`src/rtl/custom_fifo_rd_packer_pkg.sv`:
```
// Shared sizing defaults and lane-index helpers for the FIFO read-side packer.
// Optional partial-beat flush is enabled by defining PACK_TIMEOUT_EN.
package custom_fifo_pkg;

  localparam int unsigned DATASIZE_DEF = 8;
  localparam int unsigned PACK_DEF     = 4;

  // Lane index never narrower than one bit, even when PACK <= 2.
  function automatic int unsigned idx_width(input int unsigned pack);
    return (pack > 2) ? $clog2(pack) : 1;
  endfunction

  typedef logic [idx_width(PACK_DEF)-1:0] lane_idx_t;

endpackage

```
`src/rtl/custom_fifo_rd_packer_if.sv`:
```
// FIFO read port plus packed valid/ready output stream of the read-side packer.
// Shared by builds with and without PACK_TIMEOUT_EN.
interface custom_fifo_rd_packer_if
  import custom_fifo_pkg::*;
#(
  parameter int unsigned DATASIZE = DATASIZE_DEF,
  parameter int unsigned PACK     = PACK_DEF
) ();

  logic [DATASIZE-1:0]      fifo_dout_i;
  logic                     fifo_empty_i;
  logic                     fifo_ren_o;
  logic [DATASIZE*PACK-1:0] m_data_o;
  logic [PACK-1:0]          m_keep_o;
  logic                     m_valid_o;
  logic                     m_ready_i;

  modport master (
    input  fifo_dout_i, fifo_empty_i, m_ready_i,
    output fifo_ren_o, m_data_o, m_keep_o, m_valid_o
  );

  modport slave (
    output fifo_dout_i, fifo_empty_i, m_ready_i,
    input  fifo_ren_o, m_data_o, m_keep_o, m_valid_o
  );

endinterface

```
`src/rtl/custom_fifo_rd_packer_idle_timer.sv`:
```
// Saturating idle counter that ages a partially packed beat.
// Only compiled when PACK_TIMEOUT_EN is defined.
`ifdef PACK_TIMEOUT_EN
module custom_pack_idle_timer #(
  parameter int unsigned TIMEOUT = 16
) (
  input  logic clk,
  input  logic rst,
  input  logic clr,
  output logic expired
);

  localparam int unsigned CW = $clog2(TIMEOUT + 1);

  logic [CW-1:0] cnt;

  always_ff @(posedge clk) begin
    if (rst || clr) begin
      cnt <= '0;
    end else if (cnt != CW'(TIMEOUT)) begin
      cnt <= cnt + 1'b1;
    end
  end

  assign expired = (cnt == CW'(TIMEOUT));

endmodule
`endif

```
`src/rtl/custom_fifo_rd_packer.sv`:
```
// Pops FWFT FIFO words and packs PACK of them (lane 0 = oldest) into one output beat.
// Define PACK_TIMEOUT_EN to flush partial beats after TIMEOUT idle cycles.
module custom_fifo_rd_packer
  import custom_fifo_pkg::*;
#(
  parameter int unsigned DATASIZE = DATASIZE_DEF,
  parameter int unsigned PACK     = PACK_DEF,
  parameter int unsigned TIMEOUT  = 16
) (
  input  logic                   rclk_i,
  input  logic                   rrst_i,
  custom_fifo_rd_packer_if.master bus
);

  localparam int unsigned     IDXW     = idx_width(PACK);
  localparam int unsigned     ACCN     = (PACK > 1) ? PACK - 1 : 1;
  localparam int unsigned     BEATW    = DATASIZE * PACK;
  localparam logic [IDXW-1:0] LAST_IDX = IDXW'(PACK - 1);

  if (PACK == 0 || TIMEOUT == 0) begin : g_bad_cfg
    $error("custom_fifo_rd_packer: PACK and TIMEOUT must be >= 1");
  end

  logic [IDXW-1:0]     idx;
  logic [DATASIZE-1:0] acc [ACCN];
  logic [BEATW-1:0]    data_q;
  logic [PACK-1:0]     keep_q;
  logic                valid_q;

  logic             out_free;
  logic             last;
  logic             pop;
  logic             load;
  logic [BEATW-1:0] beat_full;

  assign out_free = !valid_q || bus.m_ready_i;
  assign last     = (idx == LAST_IDX);
  // The final lane may only pop when the output register can take the beat.
  assign pop      = !rrst_i && !bus.fifo_empty_i && (!last || out_free);
  assign load     = pop && last;

  always_comb begin
    beat_full = '0;
    for (int unsigned i = 0; i < PACK - 1; i++) begin
      beat_full[i*DATASIZE +: DATASIZE] = acc[i];
    end
    beat_full[(PACK-1)*DATASIZE +: DATASIZE] = bus.fifo_dout_i;
  end

`ifdef PACK_TIMEOUT_EN
  logic             expired;
  logic             flush;
  logic [BEATW-1:0] beat_part;
  logic [PACK-1:0]  keep_part;

  // A pop always takes priority over a flush in the same cycle.
  assign flush = expired && out_free && !pop && (idx != '0);

  custom_pack_idle_timer #(
    .TIMEOUT(TIMEOUT)
  ) u_idle_timer (
    .clk     (rclk_i),
    .rst     (rrst_i),
    .clr     (pop || (idx == '0) || flush),
    .expired (expired)
  );

  always_comb begin
    beat_part = '0;
    keep_part = '0;
    for (int unsigned i = 0; i < PACK - 1; i++) begin
      if (IDXW'(i) < idx) begin
        beat_part[i*DATASIZE +: DATASIZE] = acc[i];
        keep_part[i]                      = 1'b1;
      end
    end
  end
`endif

  always_ff @(posedge rclk_i) begin
    if (rrst_i) begin
      idx     <= '0;
      data_q  <= '0;
      keep_q  <= '0;
      valid_q <= 1'b0;
      for (int unsigned i = 0; i < ACCN; i++) begin
        acc[i] <= '0;
      end
    end else begin
      if (load) begin
        data_q  <= beat_full;
        keep_q  <= '1;
        valid_q <= 1'b1;
`ifdef PACK_TIMEOUT_EN
      end else if (flush) begin
        data_q  <= beat_part;
        keep_q  <= keep_part;
        valid_q <= 1'b1;
`endif
      end else if (bus.m_ready_i) begin
        valid_q <= 1'b0;
      end

      if (pop) begin
        if (last) begin
          idx <= '0;
          for (int unsigned i = 0; i < ACCN; i++) begin
            acc[i] <= '0;
          end
        end else begin
          for (int unsigned i = 0; i < ACCN; i++) begin
            if (idx == IDXW'(i)) begin
              acc[i] <= bus.fifo_dout_i;
            end
          end
          idx <= idx + 1'b1;
        end
`ifdef PACK_TIMEOUT_EN
      end else if (flush) begin
        idx <= '0;
        for (int unsigned i = 0; i < ACCN; i++) begin
          acc[i] <= '0;
        end
`endif
      end
    end
  end

  assign bus.fifo_ren_o = pop;
  assign bus.m_data_o   = data_q;
  assign bus.m_keep_o   = keep_q;
  assign bus.m_valid_o  = valid_q;

endmodule

```
`src/flat_wrapper.sv`:
```
// flat-port wrapper written by rule: the top's interface ports become plain ports
module custom_fifo_rd_packer_flat import custom_fifo_pkg::*;
#(
  parameter int unsigned DATASIZE = DATASIZE_DEF,
  parameter int unsigned PACK     = PACK_DEF,
  parameter int unsigned TIMEOUT  = 16
)
  (rclk_i, rrst_i, bus_fifo_dout_i, bus_fifo_empty_i, bus_m_ready_i, bus_fifo_ren_o, bus_m_data_o, bus_m_keep_o, bus_m_valid_o);
  custom_fifo_rd_packer_if #(.DATASIZE(DATASIZE), .PACK(PACK)) bus_i ();
  input  logic rclk_i;
  input  logic rrst_i;
  input wire logic [$bits(bus_i.fifo_dout_i)-1:0] bus_fifo_dout_i;
  input wire logic [$bits(bus_i.fifo_empty_i)-1:0] bus_fifo_empty_i;
  input wire logic [$bits(bus_i.m_ready_i)-1:0] bus_m_ready_i;
  output wire logic [$bits(bus_i.fifo_ren_o)-1:0] bus_fifo_ren_o;
  output wire logic [$bits(bus_i.m_data_o)-1:0] bus_m_data_o;
  output wire logic [$bits(bus_i.m_keep_o)-1:0] bus_m_keep_o;
  output wire logic [$bits(bus_i.m_valid_o)-1:0] bus_m_valid_o;
  assign bus_i.fifo_dout_i = bus_fifo_dout_i;
  assign bus_i.fifo_empty_i = bus_fifo_empty_i;
  assign bus_i.m_ready_i = bus_m_ready_i;
  assign bus_fifo_ren_o = bus_i.fifo_ren_o;
  assign bus_m_data_o = bus_i.m_data_o;
  assign bus_m_keep_o = bus_i.m_keep_o;
  assign bus_m_valid_o = bus_i.m_valid_o;
  custom_fifo_rd_packer #(.DATASIZE(DATASIZE), .PACK(PACK), .TIMEOUT(TIMEOUT)) u_core (.rclk_i(rclk_i), .rrst_i(rrst_i), .bus(bus_i));
endmodule
```
`config.mk`:
```
export PLATFORM = sky130hd
export DESIGN_NAME = custom_fifo_rd_packer_flat
export DESIGN_NICKNAME = d
export VERILOG_FILES = /design/src/rtl/custom_fifo_rd_packer_pkg.sv /design/src/rtl/custom_fifo_rd_packer_if.sv /design/src/rtl/custom_fifo_rd_packer_idle_timer.sv /design/src/rtl/custom_fifo_rd_packer.sv /design/src/flat_wrapper.sv
export SDC_FILE = /design/constraint.sdc
export NUM_CORES = 1
export LEC_CHECK = 0
export BUFFER_PORTS_ARGS = -buffer_cell sky130_fd_sc_hd__buf_2
export CORE_UTILIZATION = 45
export CTS_CLUSTER_DIAMETER = 40
export DETAILED_ROUTE_END_ITERATION = 8
export PLACE_DENSITY_LB_ADDON = 0.1
export SYNTH_ARGS = -nofsm -noshare
export SYNTH_HDL_FRONTEND = slang
export SYNTH_SLANG_ARGS = --single-unit
```
`constraint.sdc`:
```
create_clock -name rclk_i -period 2.1 [get_ports rclk_i]
set_input_delay 0.105 -clock rclk_i [delete_from_list [all_inputs] [get_ports rclk_i]]
set_output_delay 0.105 -clock rclk_i [all_outputs]
set_load 0.005 [all_outputs]
```
==> results of run 1 <==
state kept, by name, summed over array words and instances, names as in the netlist:
name and cells:
u_core.bus.m_valid_o 1, u_core.bus.m_keep_o 1, u_core.idx 2, u_core.bus.m_data_o 8, bus_m_data_o 24, u_core.acc 24
worst min path at each step:
stage                            start                                   end  slack, ns  depth (start not counted)
floorplan           bus_fifo_dout_i[0]  u_core.bus.m_data_o[24]$_SDFFE_PP0P_       0.24                          2
global placement    bus_fifo_dout_i[5]  u_core.bus.m_data_o[29]$_SDFFE_PP0P_       0.35                          3
detailed placement  bus_fifo_dout_i[0]  u_core.bus.m_data_o[24]$_SDFFE_PP0P_       0.35                          3
CTS                 bus_fifo_dout_i[5]  u_core.bus.m_data_o[29]$_SDFFE_PP0P_      0.001                          3
global route        bus_fifo_dout_i[2]  u_core.bus.m_data_o[26]$_SDFFE_PP0P_       0.02                          3
finish              bus_fifo_dout_i[5]  u_core.bus.m_data_o[29]$_SDFFE_PP0P_       0.01                          3
cells by family after synthesis:
| group | count (synthesis) | synth area share |
|---|---|---|
| adders and majority gates | 4 | 0.02027 |
| muxes | 1 | 0.004055 |
| buffers and inverters | 33 | 0.06437 |
| and+or+nand+nor | 84 | 0.1774 |
| AOI/OAI and AO/OA | 41 | 0.1500 |
| DFF | 60 | 0.5839 |
cell usage in the layout (no fill, tap or decap):
| cell | Yosys | final |
|---|---|---|
| a2111oi_4 | 1 | 1 |
| a21boi_0 | 1 | 1 |
| a21oi_1 | 2 | 2 |
| a221o_1 | 3 | 3 |
| and2_1 | 8 | 8 |
| buf_2 | 10 | 49 |
| buf_4 | 4 | 8 |
| bufinv_16 | 0 | 2 |
| clkbuf_8 | 0 | 10 |
| clkinv_1 | 0 | 2 |
| clkinv_2 | 0 | 2 |
| dfxtp_1 | 36 | 36 |
| edfxtp_1 | 24 | 24 |
| ha_1 | 4 | 4 |
| inv_1 | 3 | 3 |
| inv_2 | 1 | 1 |
| mux2i_1 | 1 | 1 |
| nand2_1 | 34 | 34 |
| nand2b_1 | 1 | 1 |
| nand3_1 | 1 | 1 |
| nand4_1 | 32 | 32 |
| nor2_1 | 4 | 4 |
| nor2_2 | 1 | 1 |
| nor2b_4 | 1 | 1 |
| nor3_1 | 1 | 1 |
| o21a_1 | 1 | 1 |
| o311ai_0 | 30 | 30 |
| o311ai_1 | 2 | 2 |
| o31ai_1 | 1 | 1 |
| or2b_2 | 1 | 1 |
per-layer routing:
layer  up-vias  wire [um]  track usage  part of all wire
li1        932          -            -                 -
met1       901       2691       0.2792              0.49
met2        43       2524       0.3155              0.46
met3         8        188      0.04671             0.034
met4         0         66      0.07115             0.012
met5         -          0            0                 0
area by class of cell:
class | count | area (um2)
fill | 471 | 2272
sequential | 60 | 1441
multi-input combinational | 130 | 868.3
timing repair buffer | 57 | 305.3
clock buffer | 10 | 137.6
tap | 70 | 87.58
clock inverter | 6 | 77.57
inverter | 4 | 15.01
power groups by stage:
stage	Clock (mW)	Combinational, mW	Sequential [mW]
detailed placement	0	0.143	1.31
finish	1.14	0.145	1.28
global placement	0	0.142	1.31
global route	1.19	0.159	1.29
floorplan	0	0.0964	1.30
CTS	1.15	0.144	1.28
per-stage QoR:
step	hold slack (ns)	worst slack (ns)
finish	0.01131	0.3122
global route	0.02082	0.09643
CTS	0.001124	0.3125
detailed placement	0.3538	0.3619
global placement	0.3516	0.4091
floorplan	0.2415	0.4582
critical path, cell delays in order (launching register included):
cell      delay, ns
dfxtp_1        0.38
ha_1           0.23
buf_4          0.28
inv_2          0.25
o311ai_0       0.41
nand2_1        0.10
==> qor.log, run 1 <==
[run_status] run status finished, final reports clean
[power_and_ir_drop] part of the total power dissipated in the clock network 0.443
[global_routing] antenna violations before repair 0
[routing] WL per Instance 16.24 um
[floorplan] Core Footprint 5205 um2
[timing] number of failing hold endpoints at the final stage 0
[timing] tightest slew margin relative to the limit 0.6101
[synthesis] share of synthesized area occupied by flip-flops and latches 0.5839
[synthesis] synthesized flop and latch total 60
[synthesis] Avg Synthesized Cell Area 11.07 um2
[timing] min Tclk post-route 1.788 ns
[synthesis] Synth async-reset ratio 0
[synthesis] summed instance area of the synthesized netlist 2469 um2
[cts] clock latency on the worst-skew pair 0.34 ns
[floorplan] initial core utilization 0.4743
[layout] net total in the final layout 278
[worst_setup_path] maximum fanout encountered on the critical timing path 33
[layout] final design area excluding fillers 2933 um2
[worst_setup_path] end of the worst register-to-register path u_core.bus.m_data_o[26]$_SDFFE_PP0P_
[timing] max-slew violation count 0
[worst_setup_path] arrival time reported for the critical path endpoint 2.00 ns
[place] standard cell area after detailed placement 2718 um2
[synthesis] top cells by instance count after synthesis 36 x dfxtp_1, 34 x nand2_1, 32 x nand4_1
[floorplan] total I/O pin count 50
[power_and_ir_drop] Power Total 2.562 mW
[power_and_ir_drop] reported leakage power 1.326 nW
[power_and_ir_drop] net switching power of the design 0.5634 mW
[routing] via density per instance 5.591
[timing] final total negative setup slack 0 ns
[routing] routed vias 1884
[routing] Pre-Repair DR Iteration Count 4
[cts] CTS clk-pin slew, worst paths 0.07 ns
[routing] # DRC 0
[global_routing] wire length of the first global-routing pass 9156 um
[timing] final setup violation count 0
[synthesis] count of cell types in the netlist 28
[worst_setup_path] type of the worst setup path reg2reg
[timing] worst setup skew after layout 0.007086 ns
[timing] maximum clock frequency 559.3 MHz
[power_and_ir_drop] Seq pwr share 0.500
[floorplan] chip width 76.07 um
[run] max-capacitance violation count 0
[layout] count of placed standard cells in the final layout, fillers left out 337
[min_path] Hold Crit Class in2reg
[global_routing] pin count of the biggest net entering global routing 34
[routing] count of routing violations after the opening detailed-route iteration 94
[cts] count of buffers added by post-CTS timing repair for setup 0
[synthesis] warnings from Yosys 0
[worst_setup_path] startpoint of the most critical register-to-register path u_core.idx[1]$_SDFFE_PP0N_
[place] detailed placer's ending HPWL 3572 um
[synthesis] main area contributors after synthesis dfxtp_1 29%, edfxtp_1 29%, o311ai_0 11%
[cts] # H-tree levels 3
[cts] Root Buffer clkbuf_8
[global_routing] via count of the first global-routing pass 1793
[cts] Sink Count 60
[timing] share of the clock period used by the worst path after layout 0.8513
[synthesis] largest area contributor in the synthesized netlist dfxtp_1
[power_and_ir_drop] P_int 1.999 mW
[worst_setup_path] Setup crit end kind register
[floorplan] die height 76.07 um
[synthesis] area fraction of the dominant cell type after synthesis 0.2919
[routing] wire length after detailed routing 5472 um
[place] Final Wtd Congestion 0.7997
[power_and_ir_drop] total power per unit cell area 873.6 nW/um2
[cts] clock buffer count from CTS 9
[timing] slew at the pin closest to its max-slew limit 0.5849 ns
[cts] Max clock buf depth 2
[synthesis] count leader, synth dfxtp_1
[power_and_ir_drop] switch share 0.2199
[timing] RSZ-0062 raised after global routing no
[worst_setup_path] internal reg-to-reg setup slack 0.31 ns
[layout] Post-Route Utilization 0.5635
[floorplan] number of placement rows 26
[worst_setup_path] Critical Path RT 2.31 ns
[worst_setup_path] kind of start point of the critical path register
[worst_setup_path] start point of the critical path u_core.idx[1]$_SDFFE_PP0N_
[synthesis] gate count of the mapped netlist 223
[place] number of I/O port buffers 49
[cts] hold buffers post-CTS 0
[synthesis] dominant register cell in the synthesized netlist dfxtp_1
[cts] cts repair resizes 0
[global_routing] Tot GR Track Use 0.2032
[global_routing] grt ovf 0
[place] placed cell count 321
[worst_setup_path] number of cells traversed by the worst register-to-register path 5
[cts] clock tree from TritonCTS done
[layout] synthesis-to-finish area growth 18.80%
[power_and_ir_drop] IR Drop Worst-Case VDD 0.0004354 V
[floorplan] die outline area 5786 um2
[synthesis] EDFF count, synth 24
[power_and_ir_drop] Comb power frac 0.056
[routing] post-route ant nets 0
[layout] layout cell share with drive strength beyond 1 0.2846
[layout] number of diodes 0
[worst_setup_path] Critical Path End u_core.bus.m_data_o[26]$_SDFFE_PP0P_
[synthesis] Net Count, Synth 239
No activity file was read; power rests on OpenSTA's default activity.
==> inputs of run 2 (changes only) <==
--- a/config.mk
+++ b/config.mk
@@ -6,7 +6,8 @@
 export NUM_CORES = 1
 export LEC_CHECK = 0
 export BUFFER_PORTS_ARGS = -buffer_cell sky130_fd_sc_hd__buf_2
-export CORE_UTILIZATION = 45
+export CORE_ASPECT_RATIO = 1.25
+export CORE_UTILIZATION = 35
 export CTS_CLUSTER_DIAMETER = 40
 export DETAILED_ROUTE_END_ITERATION = 8
 export PLACE_DENSITY_LB_ADDON = 0.1
==> qor.log, run 2 (synthesis results as in run 1) <==
[run_status] run status finished, final reports clean
[timing] share of the clock period used by the worst path after layout 0.8540
[global_routing] pin count of the biggest net entering global routing 35
[cts] clock latency on the worst-skew pair 0.33 ns
[floorplan] initial core utilization 0.3691
[power_and_ir_drop] net switching power of the design 0.5674 mW
[place] standard cell area after detailed placement 2739 um2
[routing] WL per Instance 16.09 um
[power_and_ir_drop] total power per unit cell area 803.7 nW/um2
[layout] synthesis-to-finish area growth 19.46%
[floorplan] total I/O pin count 50
[power_and_ir_drop] Comb power frac 0.063
[global_routing] Tot GR Track Use 0.1689
[min_path] Hold Crit Class in2reg
[floorplan] die outline area 7395 um2
[worst_setup_path] chain of cells forming the critical path ha_1, buf_4, inv_2, o311ai_0, nand2_1
[worst_setup_path] Critical Path RT 2.31 ns
[power_and_ir_drop] part of the total power dissipated in the clock network 0.396
[cts] clock buffer count from CTS 9
[layout] final design area excluding fillers 2949 um2
[routing] via density per instance 5.322
[worst_setup_path] maximum fanout encountered on the critical timing path 33
[routing] post-route ant nets 0
[cts] # H-tree levels 3
[timing] worst hold slack 0.01419 ns
[layout] commonest non-fill, non-tap cells in the layout 49 x buf_2, 36 x dfxtp_1, 34 x nand2_1
[worst_setup_path] number of cells traversed by the worst register-to-register path 5
[timing] final setup violation count 0
[min_path] origin of the worst min-delay path bus_fifo_dout_i[6]
[routing] routed vias 1900
[floorplan] number of placement rows 33
[floorplan] chip width 77.12 um
[layout] layout cell share with drive strength beyond 1 0.2852
[routing] wire length after detailed routing 5743 um
[min_path] Hold Crit Endpoint u_core.bus.m_data_o[30]$_SDFFE_PP0P_
[layout] net total in the final layout 281
[timing] worst setup skew after layout 0.008146 ns
[place] placed cell count 338
[worst_setup_path] crit path max-delay cell type o311ai_0
[cts] Max clock buf depth 2
[worst_setup_path] delay of the slowest cell on the worst path 0.43 ns
[worst_setup_path] startpoint of the most critical register-to-register path u_core.idx[1]$_SDFFE_PP0N_
[worst_setup_path] kind of start point of the critical path register
[floorplan] die height 95.90 um
[run] max-capacitance violation count 0
[cts] Sink Count 60
[timing] final worst-path setup slack 0.3066 ns
[timing] number of failing hold endpoints at the final stage 0
[timing] RSZ-0062 raised after global routing no
[power_and_ir_drop] reported leakage power 1.316 nW
[layout] number of diodes 0
[cts] clock tree from TritonCTS done
[min_path] Cells on Worst Hold Path 3
[timing] max-slew violation count 0
[worst_setup_path] internal reg-to-reg setup slack 0.31 ns
[global_routing] grt ovf 0
[layout] fill count 681
[worst_setup_path] Setup crit end kind register
[place] number of I/O port buffers 49
[routing] # DRC 0
[layout] most frequent standard cell in the layout excluding fill and tap cells buf_2
[power_and_ir_drop] P_int 1.803 mW
[global_routing] via count of the first global-routing pass 1838
[floorplan] Core Footprint 6689 um2
[cts] CTS clk-pin slew, worst paths 0.07 ns
[timing] final total negative setup slack 0 ns
[timing] maximum clock frequency 557.6 MHz
[power_and_ir_drop] IR Drop Worst-Case VDD 0.0003671 V
[timing] min Tclk post-route 1.793 ns
[cts] count of buffers added by post-CTS timing repair for setup 0
[global_routing] wire length of the first global-routing pass 9466 um
[place] detailed placer's ending HPWL 3779 um
[worst_setup_path] arrival time reported for the critical path endpoint 2.01 ns
[cts] Root Buffer clkbuf_8
[power_and_ir_drop] switch share 0.2394
[place] Placement Setup Slack 0.3122 ns
[timing] tightest slew margin relative to the limit 0.6011
[layout] count of placed standard cells in the final layout, fillers left out 357
[routing] count of routing violations after the opening detailed-route iteration 97
[timing] slew at the pin closest to its max-slew limit 0.5983 ns
[routing] Pre-Repair DR Iteration Count 4
[global_routing] antenna violations before repair 0
[worst_setup_path] end of the worst register-to-register path bus_m_data_o[16]$_SDFFE_PP0P_
[power_and_ir_drop] Seq pwr share 0.541
[place] Final Wtd Congestion 0.7616
[worst_setup_path] type of the worst setup path reg2reg
-- run 2: cell types whose count changed in the layout (fill, tap and decap cells not counted), sizes merged --
cell | previous run | this run
clkbuf | 10 | 12
dlygate4sd3 | 0 | 3
clkinv | 4 | 2
clkinvlp | 0 | 2
bufinv | 2 | 0
-- run 2: cell type report --
cell class / count / area [um2] / area share
Tap cell: 87 / 108.9 / 0.03691
Timing Repair Buffer: 60 / 335.3 / 0.1137
Clock buffer: 12 / 155.1 / 0.05261
Sequential cell: 60 / 1441 / 0.4888
Clock inverter: 4 / 25.02 / 0.008485
Inverter: 4 / 15.01 / 0.005091
Multi-Input combinational cell: 130 / 868.3 / 0.2944
-- run 2: how the worst max path moves through the flow --
stage | startpoint | end | slack [ns] | cells past startpoint
final | u_core.idx[1]$_SDFFE_PP0N_ | bus_m_data_o[16]$_SDFFE_PP0P_ | 0.31 | 5
after global routing | u_core.idx[1]$_SDFFE_PP0N_ | bus_m_data_o[5]$_SDFFE_PP0P_ | 0.06 | 5
after floorplan | u_core.idx[0]$_SDFFE_PP0N_ | u_core.acc[0][0]$_DFFE_PP_ | 0.46 | 4
after global placement | u_core.idx[0]$_SDFFE_PP0N_ | u_core.acc[0][18]$_DFFE_PP_ | 0.37 | 3
after detailed placement | u_core.idx[1]$_SDFFE_PP0N_ | bus_m_data_o[16]$_SDFFE_PP0P_ | 0.31 | 5
after CTS | u_core.idx[1]$_SDFFE_PP0N_ | bus_m_data_o[16]$_SDFFE_PP0P_ | 0.28 | 5
-- run 2: worst max-delay path, delay by kind of cell (launching register included) --
kind	cells	cell delay [ns]
buffers and inverters	2	0.55
and+or+nand+nor	1	0.09
DFF	1	0.37
adders and majority gates	1	0.23
AOI/OAI and AO/OA	1	0.43
-- run 2: timing repair --
item,4_1_cts,5_1_grt
endpoints found under the hold margin,3,0
hold buffers,3,0
resized for setup,0,0
-- run 2: stage by stage --
step                      total power [mW]  utilization
final                                2.370       0.4409
after global routing                 2.461       0.4409
after CTS                            2.394       0.4409
after detailed placement             1.453       0.4095
after global placement               1.454       0.4095
after floorplan                      1.399            -
-- run 2: metal layers --
layer,track usage,vias up,part of all wire
li1,-,937,-
met1,0.2113,922,0.47
met2,0.2753,34,0.48
met3,0.03886,7,0.032
met4,0.08491,0,0.012
met5,0,-,0
-- run 2: power groups by stage --
stage	logic [mW]	registers (mW)	clock network (mW)
floorplan	0.0964	1.30	0
global placement	0.145	1.31	0
detailed placement	0.145	1.31	0
CTS	0.150	1.28	0.960
global route	0.166	1.29	1.01
finish	0.149	1.28	0.938
==> inputs of run 3 (changes only) <==
--- a/config.mk
+++ b/config.mk
@@ -10,7 +10,9 @@
 export CORE_UTILIZATION = 35
 export CTS_CLUSTER_DIAMETER = 40
 export DETAILED_ROUTE_END_ITERATION = 8
+export GPL_ROUTABILITY_DRIVEN = 0
 export PLACE_DENSITY_LB_ADDON = 0.1
+export REMOVE_ABC_BUFFERS = 1
 export SYNTH_ARGS = -nofsm -noshare
 export SYNTH_HDL_FRONTEND = slang
 export SYNTH_SLANG_ARGS = --single-unit
==> constraint.sdc (replaced) <==
create_clock -name rclk_i -period 2.1 [get_ports rclk_i]
set_input_delay 0.315 -clock rclk_i [delete_from_list [all_inputs] [get_ports rclk_i]]
set_output_delay 0.315 -clock rclk_i [all_outputs]
set_load 0.005 [all_outputs]
==> qor.log, run 3 (synthesis results as in run 1) <==
[run_status] run status finished, final reports clean
[global_routing] pin count of the biggest net entering global routing 36
[layout] commonest non-fill, non-tap cells in the layout 49 x buf_2, 36 x dfxtp_1, 34 x nand2_1
[layout] most frequent standard cell in the layout excluding fill and tap cells buf_2
[place] number of I/O port buffers 49
[cts] clock latency on the worst-skew pair 0.33 ns
[floorplan] total I/O pin count 50
[worst_setup_path] arrival time reported for the critical path endpoint 1.61 ns
[global_routing] Tot GR Track Use 0.1682
[timing] tightest slew margin relative to the limit 0.3438
[worst_setup_path] kind of start point of the critical path register
[worst_setup_path] Setup crit end kind output pin
[routing] WL per Instance 16.27 um
[run] max-capacitance violation count 0
[floorplan] Core Footprint 6689 um2
[routing] # DRC 0
[floorplan] chip width 77.12 um
[routing] Pre-Repair DR Iteration Count 4
[global_routing] grt ovf 0
[layout] final design area excluding fillers 2888 um2
[floorplan] die height 95.90 um
[layout] number of diodes 0
[global_routing] via count of the first global-routing pass 1860
[cts] clock buffer count from CTS 9
[cts] Sink Count 60
[cts] Root Buffer clkbuf_8
[timing] maximum clock frequency 520.7 MHz
[layout] layout cell share with drive strength beyond 1 0.2700
[min_path] Hold Crit Class in2reg
[timing] worst setup skew after layout 0.008840 ns
[routing] wire length after detailed routing 5694 um
[timing] min Tclk post-route 1.921 ns
[power_and_ir_drop] reported leakage power 1.287 nW
[layout] count of placed standard cells in the final layout, fillers left out 350
[cts] # H-tree levels 3
[cts] CTS clk-pin slew, worst paths 0.06 ns
[power_and_ir_drop] total power per unit cell area 805.3 nW/um2
[floorplan] number of placement rows 33
[floorplan] die outline area 7395 um2
[cts] clock tree from TritonCTS done
[place] detailed placer's ending HPWL 3428 um
[timing] RSZ-0062 raised after global routing no
[worst_setup_path] maximum fanout encountered on the critical timing path 34
[global_routing] wire length of the first global-routing pass 9418 um
[place] placed cell count 334
[routing] via density per instance 5.343
[worst_setup_path] Critical Path RT 1.78 ns
[cts] count of buffers added by post-CTS timing repair for setup 0
[cts] Max clock buf depth 2
[routing] count of routing violations after the opening detailed-route iteration 82
[timing] number of failing hold endpoints at the final stage 0
[timing] share of the clock period used by the worst path after layout 0.9146
[layout] net total in the final layout 274
[floorplan] initial core utilization 0.3691
[timing] final setup violation count 0
[routing] post-route ant nets 0
[timing] slew at the pin closest to its max-slew limit 0.9833 ns
[global_routing] antenna violations before repair 0
[routing] routed vias 1870
[layout] synthesis-to-finish area growth 16.98%
[timing] max-slew violation count 0
[place] standard cell area after detailed placement 2709 um2
[worst_setup_path] type of the worst setup path reg2out
[power_and_ir_drop] IR Drop Worst-Case VDD 0.0002530 V
## run 3: cell type report
cell class / instances / area (um2)
timing repair buffer: 53 / 279.0
clock inverter: 2 / 10.01
tap: 87 / 108.9
multi-input combinational: 130 / 868.3
clock buffer: 14 / 162.7
sequential: 60 / 1441
fill: 687 / 3801
inverter: 4 / 17.52
## run 3: power breakdown
group	total (mW)	switching, mW	internal (mW)	leakage [nW]
sequential	1.28	0.0153	1.27	0.543
clock	0.901	0.411	0.490	0.0905
combinational	0.143	0.101	0.0422	0.653
## run 3: repair_timing
action | CTS | global route
resized for setup | 0 | 3
setup endpoints to repair | 0 | 19
hold buffers | 0 | 0
## run 3: metal layers
metal | vias up | part of all wire | GRT usage
li1 | 923 | - | -
met1 | 894 | 0.45 | 0.2068
met2 | 44 | 0.49 | 0.2798
met3 | 9 | 0.044 | 0.03697
met4 | 0 | 0.017 | 0.08491
met5 | - | 0 | 0
## run 3: worst max-delay path, cell delays in order (launching register included)
cell and delay (ns):
dfxtp_1 0.37, ha_1 0.28, buf_6 0.30, a21boi_0 0.16, buf_2 0.15
## run 3: per-stage QoR
| step | total power [mW] | setup WS, ns | setup TNS [ns] | util | hold WS [ns] |
|---|---|---|---|---|---|
| 6_report | 2.326 | 0.1794 | 0 | 0.4317 | 0.2256 |
| 5_1_grt | 2.427 | 0.02348 | 0 | 0.4317 | 0.2397 |
| 4_1_cts | 2.365 | 0.09060 | 0 | 0.4308 | 0.2027 |
| 3_5_place_dp | 1.450 | 0.1339 | 0 | 0.4050 | 0.4520 |
| 3_3_place_gp | 1.451 | 0.1679 | 0 | 0.4050 | 0.4567 |
| 2_1_floorplan | 1.379 | -0.1322 | -3.172 | - | 0.3841 |
## run 3: final timing paths
| check | start | endpoint | slack [ns] | cells after the start |
|---|---|---|---|---|
| min reg2reg | u_core.bus.m_data_o[24]$_SDFFE_PP0P_ | u_core.bus.m_data_o[24]$_SDFFE_PP0P_ | 0.47 | 2 |
| max reg2reg | u_core.idx[0]$_SDFFE_PP0N_ | u_core.acc[0][0]$_DFFE_PP_ | 0.20 | 3 |
| min | bus_fifo_dout_i[3] | u_core.bus.m_data_o[27]$_SDFFE_PP0P_ | 0.23 | 3 |
| max | u_core.idx[1]$_SDFFE_PP0N_ | bus_fifo_ren_o | 0.18 | 4 |
